==> src/rtl/uram_port_arb.sv <==
`default_nettype none
// ============================================================================
// Module      : uram_port_arb
// Description : Two-requester round-robin arbiter for a single native
//               URAM/BRAM port. Grants are combinational and single-cycle.
//               A {valid,id} shift register matching the memory read latency
//               routes each read response back to its issuer. An optional
//               zero-fill sequencer clears the array after reset before the
//               first grant is issued.
// Ports       : clk, rst                      - clock, sync active-high reset
//               rN_req/we/addr/wdata (N=0,1)  - request channel
//               rN_gnt                        - request accepted this cycle
//               rN_rvalid/rdata               - read response channel
//               mem_en/we/addr/din, mem_dout  - memory port
//               init_busy                     - zero-fill in progress
// Revision    : 1.0 - initial release
// ============================================================================
module uram_port_arb #(
    parameter int BYTES_PER_LINE = 4,
    parameter int ADDR_WIDTH     = 14,
    parameter int READ_LATENCY   = 2,
    parameter int INIT_ON_RESET  = 1,
    localparam int LINE_SIZE     = 8 * BYTES_PER_LINE
) (
    input  logic                      clk,
    input  logic                      rst,

    input  logic                      r0_req,
    input  logic [BYTES_PER_LINE-1:0] r0_we,
    input  logic [ADDR_WIDTH-1:0]     r0_addr,
    input  logic [LINE_SIZE-1:0]      r0_wdata,
    output logic                      r0_gnt,
    output logic                      r0_rvalid,
    output logic [LINE_SIZE-1:0]      r0_rdata,

    input  logic                      r1_req,
    input  logic [BYTES_PER_LINE-1:0] r1_we,
    input  logic [ADDR_WIDTH-1:0]     r1_addr,
    input  logic [LINE_SIZE-1:0]      r1_wdata,
    output logic                      r1_gnt,
    output logic                      r1_rvalid,
    output logic [LINE_SIZE-1:0]      r1_rdata,

    output logic                      mem_en,
    output logic [BYTES_PER_LINE-1:0] mem_we,
    output logic [ADDR_WIDTH-1:0]     mem_addr,
    output logic [LINE_SIZE-1:0]      mem_din,
    input  logic [LINE_SIZE-1:0]      mem_dout,

    output logic                      init_busy
);

    localparam logic [0:0] ST_INIT = 1'b0;
    localparam logic [0:0] ST_RUN  = 1'b1;

    localparam logic [0:0]            C_RESET_STATE = (INIT_ON_RESET != 0) ? ST_INIT : ST_RUN;
    localparam logic [ADDR_WIDTH-1:0] C_CNT_ONE     = {{(ADDR_WIDTH-1){1'b0}}, 1'b1};

    logic [0:0]              state_q, state_d;
    logic [ADDR_WIDTH-1:0]   cnt_q,   cnt_d;
    // last_q = 1 means requester 1 was granted most recently.
    logic                    last_q,  last_d;
    logic [READ_LATENCY-1:0] pv_q,    pv_d;
    logic [READ_LATENCY-1:0] pid_q,   pid_d;

    logic w_run;
    logic w_init;
    logic w_g0;
    logic w_g1;
    logic w_push;

    // Reset forces every handshake/strobe output low regardless of state.
    assign w_run  = (state_q == ST_RUN)  && !rst;
    assign w_init = (state_q == ST_INIT) && !rst;

    // On a tie the requester that was not granted last wins.
    assign w_g0 = w_run && r0_req && (!r1_req ||  last_q);
    assign w_g1 = w_run && r1_req && (!r0_req || !last_q);

    assign r0_gnt = w_g0;
    assign r1_gnt = w_g1;

    assign w_push = (w_g0 && (r0_we == '0)) || (w_g1 && (r1_we == '0));

    // Memory port drive: fill sequencer, granted requester, or idle.
    always_comb begin
        mem_en   = 1'b0;
        mem_we   = '0;
        mem_addr = '0;
        mem_din  = '0;
        if (w_init) begin
            mem_en   = 1'b1;
            mem_we   = {BYTES_PER_LINE{1'b1}};
            mem_addr = cnt_q;
        end else if (w_g0) begin
            mem_en   = 1'b1;
            mem_we   = r0_we;
            mem_addr = r0_addr;
            mem_din  = r0_wdata;
        end else if (w_g1) begin
            mem_en   = 1'b1;
            mem_we   = r1_we;
            mem_addr = r1_addr;
            mem_din  = r1_wdata;
        end
    end

    // Next-state logic for sequencer, round-robin pointer and read pipe.
    always_comb begin
        state_d = state_q;
        cnt_d   = cnt_q;
        last_d  = last_q;
        pv_d    = '0;
        pid_d   = '0;

        if (state_q == ST_INIT) begin
            cnt_d = cnt_q + C_CNT_ONE;
            if (cnt_q == {ADDR_WIDTH{1'b1}}) begin
                state_d = ST_RUN;
            end
        end

        if (w_g0) begin
            last_d = 1'b0;
        end else if (w_g1) begin
            last_d = 1'b1;
        end

        // Stage 0 takes the new entry; stage k becomes visible k+1 cycles
        // after the grant, so the last stage lines up with mem_dout.
        pv_d[0]  = w_push;
        pid_d[0] = w_g1;
        for (int i = 1; i < READ_LATENCY; i++) begin
            pv_d[i]  = pv_q[i-1];
            pid_d[i] = pid_q[i-1];
        end
    end

    always_ff @(posedge clk) begin
        if (rst) begin
            state_q <= C_RESET_STATE;
            cnt_q   <= '0;
            last_q  <= 1'b1;
            pv_q    <= '0;
            pid_q   <= '0;
        end else begin
            state_q <= state_d;
            cnt_q   <= cnt_d;
            last_q  <= last_d;
            pv_q    <= pv_d;
            pid_q   <= pid_d;
        end
    end

    assign r0_rvalid = !rst && pv_q[READ_LATENCY-1] && !pid_q[READ_LATENCY-1];
    assign r1_rvalid = !rst && pv_q[READ_LATENCY-1] &&  pid_q[READ_LATENCY-1];
    assign r0_rdata  = mem_dout;
    assign r1_rdata  = mem_dout;

    assign init_busy = rst ? (INIT_ON_RESET != 0) : (state_q == ST_INIT);

endmodule
`default_nettype wire
==> config.mk <==
export PLATFORM = sky130hd
export DESIGN_NAME = uram_port_arb
export DESIGN_NICKNAME = d
export VERILOG_FILES = /design/src/rtl/uram_port_arb.sv
export SDC_FILE = /design/constraint.sdc
export NUM_CORES = 1
export LEC_CHECK = 0
export ABC_AREA = 1
export CAP_MARGIN = 20
export CELL_PAD_IN_SITES_DETAIL_PLACEMENT = 1
export CELL_PAD_IN_SITES_GLOBAL_PLACEMENT = 2
export CORE_MARGIN = 4
export CORE_UTILIZATION = 11
export DETAILED_ROUTE_END_ITERATION = 8
export PLACE_DENSITY = 0.86
export SLEW_MARGIN = 20
export SYNTH_ARGS = -nofsm -noshare
export SYNTH_HDL_FRONTEND = slang
export SYNTH_SLANG_ARGS = --single-unit
==> constraint.sdc <==
create_clock -name clk -period 1.7 [get_ports clk]
set_input_delay 0.255 -clock clk [delete_from_list [all_inputs] [get_ports clk]]
set_output_delay 0.255 -clock clk [all_outputs]
set_load 0.1 [all_outputs]
==> flow_metrics.tcl <==
set metrics [dict create \
    status "complete, but fails checks" \
    violations "setup timing" \
    drt-initial-drc-count 44 \
    viasPerCell 3.64 \
    core_area_mm2 0.0188 \
    route.met3.wl_um 708 \
    grt_overflow_total 0 \
    final.min_clock_period_ps 1940 \
    rsz0062_at_grt "yes" \
    drtPass1Iterations 4 \
    slew_headroom_pct 80.1 \
    avgRoutedWirePerCell_um 15.9 \
    p_clk_share_pct 33.8 \
    max_freq_mhz 515 \
    io_pins 256 \
    synth_ff_type "dfxtp_1" \
    critPathCaptureType "output port" \
    grt_pass1_vias 2878 \
    holdWs_ps 404 \
    multiInputGateArea_mm2 0.00179 \
    ff2ff_setup_slack_ps 190 \
    gp_congestion 0.735 \
    p_leak_nw 2.41 \
    drtAntennaViolNets 0 \
    final_util_pct 29.2 \
    synth_async_sr_flop_share_pct 0 \
    critPathArrivalTime_ps 1690 \
    area_growth_pct 159 \
    yosysSeqAreaShare_pct 18.9 \
    final-setup-viol-count 52 \
    clkLatencyLatePin_ps 260 \
    timing.final.crit_share_pct 114 \
    internal-power_w 0.00107 \
    wl_met2_mm 6.24 \
    worst_ep_required_time_ps 1440 \
    row_count 50 \
    worst_pin_slew_ps 296 \
    die_w_um 147 \
    port_buffers 159 \
    cp_max_fo 8 \
    routed.top_layer "met4" \
    yosysWarnings 0 \
    slew_violations 0 \
    worstSetupStartpointType "register" \
    vias 2600 \
    syn-num-nets 458 \
    num-fill-cells 2112 \
    nets 594 \
    setup_tns_ps -7560 \
    antenna_found_initial 0 \
    yosysUniqueCellTypes 25 \
    ys_ff_latch 20 \
    switching_share_pct 27.6 \
    timing_worst_setup_path_type "reg -> out" \
    dieArea_mm2 0.0216 \
    ctsHtreeMaxLevel 1 \
    cts.sinks 20 \
    cts_root_buffer "clkbuf_16" \
    netSwitchingPower_w 0.000407 \
    timing_hold_violations_final 0 \
    antenna_cells 0 \
    routed_wl_mm 11.4 \
    power_frac_seq_pct 32.6 \
    track_usage_pct 9.80 \
    grt_pass1_wl_mm 16.5 \
    max-cap-violations 0 \
    routedLengthMet1_mm 4.23 \
    synth_cells 321 \
    synth_area_mm2 0.00212 \
    clockBufferDepth 2 \
    hold_path_class "reg -> reg" \
    synth_edf_count 0 \
    synth.avg_cell_area_um2 6.61 \
    clock_skew_ps 3.11 \
    die_h_um 147 \
    clkTransAtPathRegs_ps 60 \
    drc 0 \
    dp_hpwl_mm 9.03 \
    initial_core_util_pct 11.3 \
    finalNonFillerCells 715 \
    ir_worst_vdd_uv 252 \
    final_layout_size_suffix_gt1_share_pct 45.5 \
    worst_slack_ps -240 \
    cts_tree "built" \
    cts-buffers-inserted 3 \
    power.density_mw_per_mm2 269 \
    place_inst 696 \
    power_frac_comb_pct 33.7 \
    ff_latch_area_um2 405 \
    grt_max_degree 14 \
]
kinds of logic (layout without fill, tap and decap cells):
family	count (synthesis)	after routing	share of synthesized area (%)
adder cells (fa/ha/maj)	1	1	0.590
AO/OA/AOI/OAI	49	49	18.2
flip-flops	20	20	18.9
AND/OR/NAND/NOR	151	151	30.3
XOR/XNOR	1	1	0.413
buffers and inverters	99	233	31.7
layer usage:
metal / up-vias / track usage, %
li1: 1259 / -
met4: 0 / 3.25
met1: 1221 / 11.1
met5: - / 0
met2: 100 / 18.3
met3: 20 / 1.91
layout make-up:
| class | instances | area share (%) |
|---|---|---|
| Inverter | 21 | 1.78 |
| Multi-Input combinational cell | 202 | 32.5 |
| Clock buffer | 3 | 1.37 |
| Tap cell | 260 | 5.92 |
| Sequential cell | 20 | 7.38 |
| Timing Repair Buffer | 209 | 51.0 |
cells in the mapped netlist (2+ instances only):
cell	n	share of area (%)
nor2_1	27	4.8
nor3_1	4	0.94
a22o_1	32	13
o21ai_0	6	1.4
o21bai_1	2	0.71
buf_6	6	3.2
buf_4	65	23
nand2_1	86	15
inv_1	19	3.4
dfxtp_1	20	19
nand4_1	4	1.2
nor2_4	2	1.1
a21oi_1	6	1.4
buf_2	7	1.7
nand3_1	25	5.9
through the flow:
stage / area [um2] / setup WS, ps / power [W]
after floorplan: 2590 / -849 / 0.00133
after global placement: 4780 / -386 / 0.000954
after detailed placement: 4780 / -395 / 0.000962
after CTS: 5280 / -208 / 0.00147
after global routing: 5490 / -298 / 0.00154
final: 5490 / -240 / 0.00148
critical path, stage by stage, from the launching register on:
cell	delay [ps]
dfxtp_2	370
nand2_4	80
nand2_4	80
nor2_4	50
buf_12	140
buf_4	150
buf_16	140
a22o_4	250
buf_12	160
timing repair:
item                                   CTS  global route
cloned                                   5             1
setup endpoints to repair               55            53
buffers inserted                         7            10
pin swaps                               14            14
hold buffers                             0             0
endpoints found under the hold margin    0             0
gates resized for setup                 63            50
power groups by stage:
stage	Combinational, W	Sequential [W]	Clock, W
final	0.000497	0.000481	0.000499
after floorplan	0.000842	0.000490	0
after global routing	0.000523	0.000481	0.000535
after CTS	0.000485	0.000481	0.000508
after global placement	0.000462	0.000493	0
after detailed placement	0.000469	0.000493	0
placed cells by master, fill, tap and decap left out, types with 4 or more instances in the layout:
| cell | n |
|---|---|
| clkdlybuf4s50_1 | 100 |
| buf_12 | 65 |
| nand2_1 | 53 |
| a22o_4 | 32 |
| nand2_4 | 25 |
| nor2_1 | 24 |
| buf_4 | 23 |
| dfxtp_1 | 18 |
| nand3_4 | 17 |
| inv_1 | 16 |
| nand2_2 | 9 |
| buf_6 | 8 |
| nand3_1 | 7 |
| o21ai_0 | 6 |
| a21oi_1 | 6 |
| nor2_4 | 5 |
| clkbuf_16 | 5 |
| buf_8 | 5 |
| nor3_1 | 4 |
| nand4_1 | 4 |
registers in the layout, summed over array words and instances, names as in the netlist:
name,count
cnt_q,14
last_q,1
pid_q,2
pv_q,2
state_q,1
final timing paths:
path,start,end,depth (start not counted)
setup / recovery,last_q$_SDFFE_PP1P_,mem_din[27],8
hold / removal,pid_q[0]$_SDFF_PP0_,pid_q[1]$_SDFF_PP0_,2
setup reg to reg,state_q$_SDFF_PP0_,cnt_q[7]$_SDFFE_PP0N_,8
hold reg to reg,pid_q[0]$_SDFF_PP0_,pid_q[1]$_SDFF_PP0_,2
Note: power is estimated with default switching activity, not from simulation.
